## src/rtl/seq_detector_pkg.sv

```systemverilog
// rtl/seq_detector_pkg.sv - shared types, defaults and length clamp for seq_detector
package seq_detector_pkg;

  localparam int PATTERN_W_DEF = 8;
  localparam int CNT_W_DEF     = 8;

  typedef enum logic {FILLING, ARMED} seqdet_state_t;

  // Out-of-range lengths are forced into 1..max_len rather than rejected.
  function automatic int clamp_len(input int len, input int max_len);
    if (len < 1) return 1;
    if (len > max_len) return max_len;
    return len;
  endfunction

endpackage

```

## src/rtl/sat_counter.sv

```systemverilog
// rtl/sat_counter.sv - saturating up counter with synchronous clear
module sat_counter #(
  parameter int W = 8
) (
  input  logic         clock,
  input  logic         reset_n,
  input  logic         clr,
  input  logic         inc,
  output logic [W-1:0] count
);

  always_ff @(posedge clock or negedge reset_n) begin
    if (!reset_n) begin
      count <= '0;
    end else if (clr) begin
      count <= '0;
    end else if (inc && (count != '1)) begin
      count <= count + W'(1);
    end
  end

endmodule

```

## src/rtl/seq_detector.sv

```systemverilog
// rtl/seq_detector.sv - serial pattern detector; optional match_sticky output under SEQDET_STICKY_EN
module seq_detector
  import seq_detector_pkg::*;
#(
  parameter int PATTERN_W = PATTERN_W_DEF,
  parameter int CNT_W     = CNT_W_DEF,
  parameter int LEN_W     = $clog2(PATTERN_W + 1)
) (
  input  logic                 clock,
  input  logic                 reset_n,
  input  logic                 in_valid,
  input  logic                 in_bit,
  input  logic                 cfg_load,
  input  logic [PATTERN_W-1:0] cfg_pattern,
  input  logic [LEN_W-1:0]     cfg_len,
  input  logic                 cfg_overlap,
  output logic                 match,
  output logic [CNT_W-1:0]     match_count,
`ifdef SEQDET_STICKY_EN
  output logic                 match_sticky,
`endif
  output logic [LEN_W-1:0]     fill
);

  localparam logic [PATTERN_W-1:0] ONES     = '1;
  localparam logic [LEN_W:0]       FILL_MAX = (LEN_W + 1)'(PATTERN_W);

  seqdet_state_t        state_q, state_d;
  logic [PATTERN_W-1:0] history, hist_d;
  logic [PATTERN_W-1:0] pat_q, mask;
  logic [LEN_W-1:0]     len_q, fill_d;
  logic [LEN_W:0]       fill_inc;
  logic                 ovl_q, match_d;

  always_ff @(posedge clock or negedge reset_n) begin
    if (!reset_n) begin
      state_q <= FILLING;
      history <= '0;
      fill    <= '0;
      match   <= 1'b0;
      pat_q   <= '0;
      len_q   <= LEN_W'(1);
      ovl_q   <= 1'b1;
    end else if (cfg_load) begin
      state_q <= FILLING;
      history <= '0;
      fill    <= '0;
      match   <= 1'b0;
      pat_q   <= cfg_pattern;
      len_q   <= LEN_W'(clamp_len(int'(cfg_len), PATTERN_W));
      ovl_q   <= cfg_overlap;
    end else begin
      state_q <= state_d;
      history <= hist_d;
      fill    <= fill_d;
      match   <= match_d;
    end
  end

  // Once ARMED, fill can only grow until a flush, so the length test need not be repeated.
  always_comb begin
    state_d  = state_q;
    hist_d   = history;
    fill_d   = fill;
    match_d  = 1'b0;
    mask     = ~(ONES << len_q);
    fill_inc = {1'b0, fill} + (LEN_W + 1)'(1);
    if (in_valid) begin
      hist_d = {history[PATTERN_W-2:0], in_bit};
      fill_d = (fill_inc > FILL_MAX) ? FILL_MAX[LEN_W-1:0] : fill_inc[LEN_W-1:0];
      if ((state_q == ARMED) || (fill_inc >= {1'b0, len_q})) begin
        state_d = ARMED;
        if ((hist_d & mask) == (pat_q & mask)) begin
          match_d = 1'b1;
          if (!ovl_q) begin
            fill_d  = '0;
            state_d = FILLING;
          end
        end
      end
    end
  end

  sat_counter #(.W(CNT_W)) u_count (
    .clock  (clock),
    .reset_n(reset_n),
    .clr    (cfg_load),
    .inc    (match_d),
    .count  (match_count)
  );

`ifdef SEQDET_STICKY_EN
  always_ff @(posedge clock or negedge reset_n) begin
    if (!reset_n) begin
      match_sticky <= 1'b0;
    end else if (cfg_load) begin
      match_sticky <= 1'b0;
    end else if (match_d) begin
      match_sticky <= 1'b1;
    end
  end
`endif

endmodule

```

## config.mk

```make
export PLATFORM = sky130hd
export DESIGN_NAME = seq_detector
export DESIGN_NICKNAME = d
export VERILOG_FILES = /design/src/rtl/seq_detector_pkg.sv /design/src/rtl/sat_counter.sv /design/src/rtl/seq_detector.sv
export SDC_FILE = /design/constraint.sdc
export NUM_CORES = 1
export LEC_CHECK = 0
export CORE_MARGIN = 2
export CORE_UTILIZATION = 45
export DETAILED_ROUTE_END_ITERATION = 8
export DONT_BUFFER_PORTS = 1
export GPL_ROUTABILITY_DRIVEN = 0
export GPL_TIMING_DRIVEN = 0
export HOLD_SLACK_MARGIN = 0.05
export SYNTH_ARGS = -nofsm -noshare
export SYNTH_HDL_FRONTEND = slang
export SYNTH_SLANG_ARGS = --single-unit
```

## constraint.sdc

```tcl
create_clock -name clock -period 3.75 [get_ports clock]
set_clock_uncertainty 0.15 [all_clocks]
set_input_delay 0.75 -clock clock [delete_from_list [all_inputs] [get_ports clock]]
set_output_delay 0.75 -clock clock [all_outputs]
set_load 0.05 [all_outputs]
```

==> qor.yml, run 1 <==
synthFlopType: "dfrtp_1"
worstPathMaxFanout: 10
critPathKind: "reg -> reg"
register_area_um2: 853.3
grt-ovfl-total: 0
num_antenna_cells: 0
cts-resized-gates: 0
grt_usage_pct: 17.80
first_pass_iters: 4
reg2reg_from: "fill[0]"
r2r-end: "u_count.count[3]"
die-area_um2: 4842
cp.required_ps: 3770
cpLargestDelayFamily: "flip-flops"
period_needed_ps: 3276
critical_path.startpoint_type: "flop"
drc: 0
r2r_cells: 9
rows: 23
outcome: "finished clean"
rrSetupSlack_ps: 470
holdCritPathClass: "in -> async"
ctsRootBufferMaster: "clkbuf_8"
cp_common_cell: "ha_1"
yosysWarnings: 0
cts_tree: "done"
viasPerCell: 5.854
post_cts_buffers: 0
synthArstFlopShare_pct: 100.0
peakVddDrop_mv: 0.2227
ioPinCount: 31
synth_area_um2: 1936
critPathSlowestCell: "dfrtp_1"
grt_pass1_vias: 1426
ant_nets: 0
vias: 1399
setup-violations-final: 0
drtIter0Drc: 64
hold_viol: 0
crit_path_end_kind: "flop"
worst_path_largest_cell_delay_ps: 750
synthTopCellsByCount: "dfrtp_1, nor2_1, mux2_2"
cts_max_level: 2
path_clk_slew_ps: 70
post-route-period-util_pct: 87.35
place.detailed.hpwl_um: 2793
fin_nets: 213
path_cells: "ha_1, xor2_1, ha_1, nand2_1, o21ai_0, a31oi_1, buf_2, nor4_1, mux2_2"
max-cap-violations: 0
critPathBufInv: 1
grt_pass1_wl_um: 6699
antenna_found_initial: 0
drive_above_1_share_pct: 16.40
synthCells: 180
cp.arrival_ps: 3300
finalWirelength_um: 3993
synth_most_common_cell: "dfrtp_1"
fillCellCount: 381
synth_edf_count: 0
grt_max_degree: 33
max_freq_mhz: 305.3
cts_sinks: 34
yosys.area.top_type_share_pct: 41.37
synth_nets: 205
synthToLayoutAreaGrowth_pct: 8.985
synth_area_leaders: "dfrtp_1, mux2_2, ha_1, nor4_4, xor2_1"
powerDensity_nw_per_um2: 387.9
synthDistinctLibCells: 44
multi_input_area_um2: 1010
start_util_pct: 47.70
wl_per_cell_um: 16.71
clk_latency_ps: 290
tightestPinTransition_ps: 724.4
ys_ff_latch: 34
die_x_um: 69.59
coreArea_um2: 4058
port-buffer-count: 0
yosysTopAreaCell: "dfrtp_1"
holdWs_ps: 127.6
leakagePower_nw: 0.9275
setup_tns_ps: 0
die_h_um: 69.59
ys_seq_area_share_pct: 44.09
rsz0062_at_grt: "no"
max_slew_margin_pct: 51.70
avgSynthCellArea_um2: 10.75
clk_path_buf_depth: 2
drv_slew: 0
cts-buffers-inserted: 5
-- flip-flops by register name (all words and copies together), names as in the netlist --
signal	flops
fill	4
history	7
len_q	4
match	1
ovl_q	1
pat_q	8
state_q	1
u_count.count	8
-- power by group --
| part | total, mW | switching [mW] | internal [mW] |
|---|---|---|---|
| combinational | 0.120 | 0.0692 | 0.0510 |
| clock | 0.280 | 0.132 | 0.148 |
| sequential | 0.418 | 0.0305 | 0.388 |
-- cell families (layout without fill, tap and decap cells) --
logic type	Yosys count	in the layout	synth area share, %
flip-flops	34	34	44.09
XOR/XNOR	10	10	4.525
buffers and inverters	15	24	3.749
AO/OA/AOI/OAI	29	29	9.890
AND/OR/NAND/NOR	62	62	20.30
adder cells (fa/ha/maj)	7	7	4.525
multiplexers	23	23	12.93
-- timing repair --
action,4_1_cts,5_1_grt
endpoints found under the hold margin,32,0
setup endpoints to repair,0,0
hold buffers,1,0
-- cell usage in the layout (no fill, tap or decap), drive strengths merged, types with 2 or more instances in the layout --
| cell | count |
|---|---|
| a21oi | 5 |
| a222oi | 2 |
| and2 | 2 |
| and3 | 2 |
| and4 | 2 |
| buf | 6 |
| clkbuf | 11 |
| dfrtp | 32 |
| dfstp | 2 |
| ha | 7 |
| inv | 6 |
| mux2 | 16 |
| mux2i | 7 |
| nand2 | 9 |
| nand3 | 4 |
| nand4 | 3 |
| nor2 | 18 |
| nor2b | 8 |
| nor3 | 2 |
| nor4 | 5 |
| o21ai | 9 |
| o22ai | 2 |
| o31ai | 2 |
| or4 | 2 |
| xor2 | 9 |
-- per-stage QoR --
| step | setup WS (ps) | util [%] | std cells | instance area [um^2] | total power [mW] |
|---|---|---|---|---|---|
| global route | 172.3 | 51.99 | 239 | 2110 | 0.8655 |
| finish | 474.4 | 51.99 | 239 | 2110 | 0.8182 |
| CTS | 450.5 | 51.99 | 239 | 2110 | 0.8281 |
| detailed placement | 481.8 | 49.24 | 230 | 1998 | 0.5368 |
| floorplan | 828.8 | - | 180 | 1936 | 0.5114 |
| global placement | 496.1 | 49.24 | 230 | 1998 | 0.5334 |
-- worst register-to-register path: stages, from the launching register on --
cell and delay [ps]:
dfrtp_1 750, ha_1 390, xor2_1 100, ha_1 330, nand2_1 40, o21ai_0 250
a31oi_1 170, buf_2 250, nor4_1 350, mux2_2 380
-- how the worst max path moves through the flow --
stage	from	end	slack, ps	depth (start not counted)
after detailed placement	fill[0]	u_count.count[3]	480	9
after global placement	fill[0]	u_count.count[3]	500	9
after floorplan	fill[0]	u_count.count[3]	830	9
final	fill[0]	u_count.count[3]	470	9
after global routing	fill[0]	u_count.count[3]	170	9
after CTS	fill[0]	u_count.count[3]	450	9
-- per-layer routing --
| layer | share of wire (%) | wire length, um | track usage [%] | up-vias |
|---|---|---|---|---|
| met1 | 46 | 1832 | 20.67 | 688 |
| met2 | 48 | 1901 | 28.53 | 32 |
| li1 | - | - | - | 673 |
| met3 | 4.6 | 183 | 6.831 | 6 |
| met5 | 0 | 0 | 0 | - |
| met4 | 1.9 | 76 | 9.150 | 0 |
-- area by class of cell --
class                   instances  area share [%]
plain buffers                   9           2.372
clock buffers                   7           4.093
clock inverters                 1          0.2372
inverters                       6           1.068
multi-input cells             131           47.86
flip-flops and latches         34           40.45
well taps                      50           2.966
repair buffers                  1          0.9490
Note: power is estimated with default switching activity, not from simulation.
==> inputs of run 2 (changes only) <==
Settings changed: CORE_MARGIN 2 to 1.5, SLEW_MARGIN from default to 10.
==> qor.yml, run 2 (synthesis gave the netlist of run 1 again) <==
placed_cell_area_um2: 1998  # unchanged
reg2reg_from: "fill[0]"
path_cells: "ha_1, xor2_1, ha_1, nand2_1, o21ai_0, a31oi_1, buf_2, nor4_1, mux2_2"
dr_wl_met3_um: 168  # -8.2%
post_cts_buffers: 0  # unchanged
cp.required_ps: 3770  # about the same
rsz0062_at_grt: "no"
critPathKind: "reg -> reg"
cts-buffers-inserted: 5  # unchanged
grt-ovfl-total: 0  # unchanged
fin_nets: 213  # unchanged
viasPerCell: 5.703  # -2.6%
worst_path_largest_cell_delay_ps: 740  # about the same
finalWirelength_um: 3817  # -4.4%
path_clk_slew_ps: 70  # about the same
drive_above_1_share_pct: 16.40  # unchanged
cts_sinks: 34  # unchanged
max-cap-violations: 0  # unchanged
vias: 1363  # -2.6%
wl_per_cell_um: 15.97  # -4.4%
layout_common_cells: "dfrtp_1, nor2_1, mux2_2"
leakagePower_nw: 0.9275  # unchanged
grt_pass1_vias: 1420  # -0.42%
cts_max_level: 2  # unchanged
ctsRootBufferMaster: "clkbuf_8"
fin_area_um2: 2110  # unchanged
setup-violations-final: 0  # unchanged
place.detailed.hpwl_um: 2699  # -3.3%
coreArea_um2: 4058  # unchanged
ioPinCount: 31  # unchanged
synthToLayoutAreaGrowth_pct: 8.985  # unchanged
die-area_um2: 4704  # -2.9%
post-route-period-util_pct: 87.59  # +0.25 points
powerDensity_nw_per_um2: 385.4  # -0.64%
highest_layer: "met4"
grt_pass1_wl_um: 6561  # -2.1%
antenna_found_initial: 0  # unchanged
grt_max_degree: 33  # unchanged
final_cells: 239  # unchanged
cts-resized-gates: 0  # unchanged
hold_viol: 0  # unchanged
cts_tree: "done"
cp.arrival_ps: 3300  # about the same
holdCritPathClass: "in -> async"
grt_usage_pct: 18.90  # +1.1 points
die_h_um: 68.59  # -1.4%
num_antenna_cells: 0  # unchanged
first_pass_iters: 4  # unchanged
ant_nets: 0  # unchanged
die_x_um: 68.59  # -1.4%
port-buffer-count: 0  # unchanged
outcome: "finished clean"
critical_path.startpoint_type: "flop"
drc: 0  # unchanged
reg_top3: "pat_q x8, u_count.count x8, history x7"
wl_met1_um: 1736  # -5.2%
finalPower_uw: 813.0  # -0.64%
cp_common_cell: "ha_1"
final_common_cell: "dfrtp_1"
crit_path_end_kind: "flop"
wl_met2_um: 1875  # -1.4%
peakVddDrop_mv: 0.2061  # -7.4%
tightestPinTransition_ps: 736.8  # +12.40 ps
worstPathMaxFanout: 10  # unchanged
max_slew_margin_pct: 50.88  # -0.83 points
setup_tns_ps: 0  # unchanged
rows: 23  # unchanged
max_freq_mhz: 304.4  # -0.28%
clk_latency_ps: 280  # about the same
placed_cells: 230  # unchanged
drv_slew: 0  # unchanged
start_util_pct: 47.70  # unchanged
crit_path_start: "fill[0]"
critPathSlowestCell: "dfrtp_1"
drtIter0Drc: 87  # +36%
period_needed_ps: 3285  # +9.215 ps
clk_path_buf_depth: 2  # unchanged
==> run 2: timing repair <==
action / 4_1_cts / 5_1_grt
hold buffers: 1 / 0
setup endpoints to repair: 0 / 0
hold endpoints to repair: 32 / 0
==> run 2: routing by layer <==
metal / up-vias / track usage [%]
li1: 666 / -
met1: 664 / 24.87
met2: 29 / 30.05
met3: 4 / 5.195
met4: 0 / 6.000
met5: - / 0
==> run 2: cell type report <==
cell class                      instances  area (um^2)
Fill cell                             360         1948
Multi-Input combinational cell        131         1010
Sequential cell                        34        853.3
Clock buffer                            7        86.33
Tap cell                               50        62.56
Buffer                                  9        50.05
Inverter                                6        22.52
Timing Repair Buffer                    1        20.02
Clock inverter                          1        5.005
==> run 2: worst paths after layout <==
kind / end / slack, ps / cells past startpoint
min in group clock: pat_q[0] / 380 / 1
hold reg to reg: pat_q[0] / 380 / 1
setup / recovery: u_count.count[3] / 470 / 9
setup reg to reg: u_count.count[3] / 470 / 9
hold / removal: fill[0] / 130 / 1
max in group asynchronous: pat_q[3] / 3140 / 1
==> run 2: metrics by stage <==
| step | hold slack, ps | setup WS [ps] | utilization [%] |
|---|---|---|---|
| after floorplan | 304.4 | 828.8 | - |
| after global placement | 305.2 | 502.4 | 49.24 |
| after detailed placement | 305.2 | 493.3 | 49.24 |
| after CTS | 138.9 | 470.7 | 51.99 |
| after global routing | 135.6 | 201.5 | 51.99 |
| final | 128.6 | 465.2 | 51.99 |
==> run 2: report_power, final <==
group | switching (mW) | total (mW) | internal, mW
clock | 0.127 | 0.275 | 0.148
sequential | 0.0305 | 0.418 | 0.388
combinational | 0.0683 | 0.119 | 0.0511
==> run 2: worst max-delay path, delay by kind of cell, from the launching register on <==
family / cells / cell delay [ps]
AOI/OAI and AO/OA: 2 / 420
xor gates and xnor gates: 1 / 100
adders and majority gates: 2 / 700
buffers and inverters: 1 / 250
DFF: 1 / 740
muxes: 1 / 370
and+or+nand+nor: 2 / 420
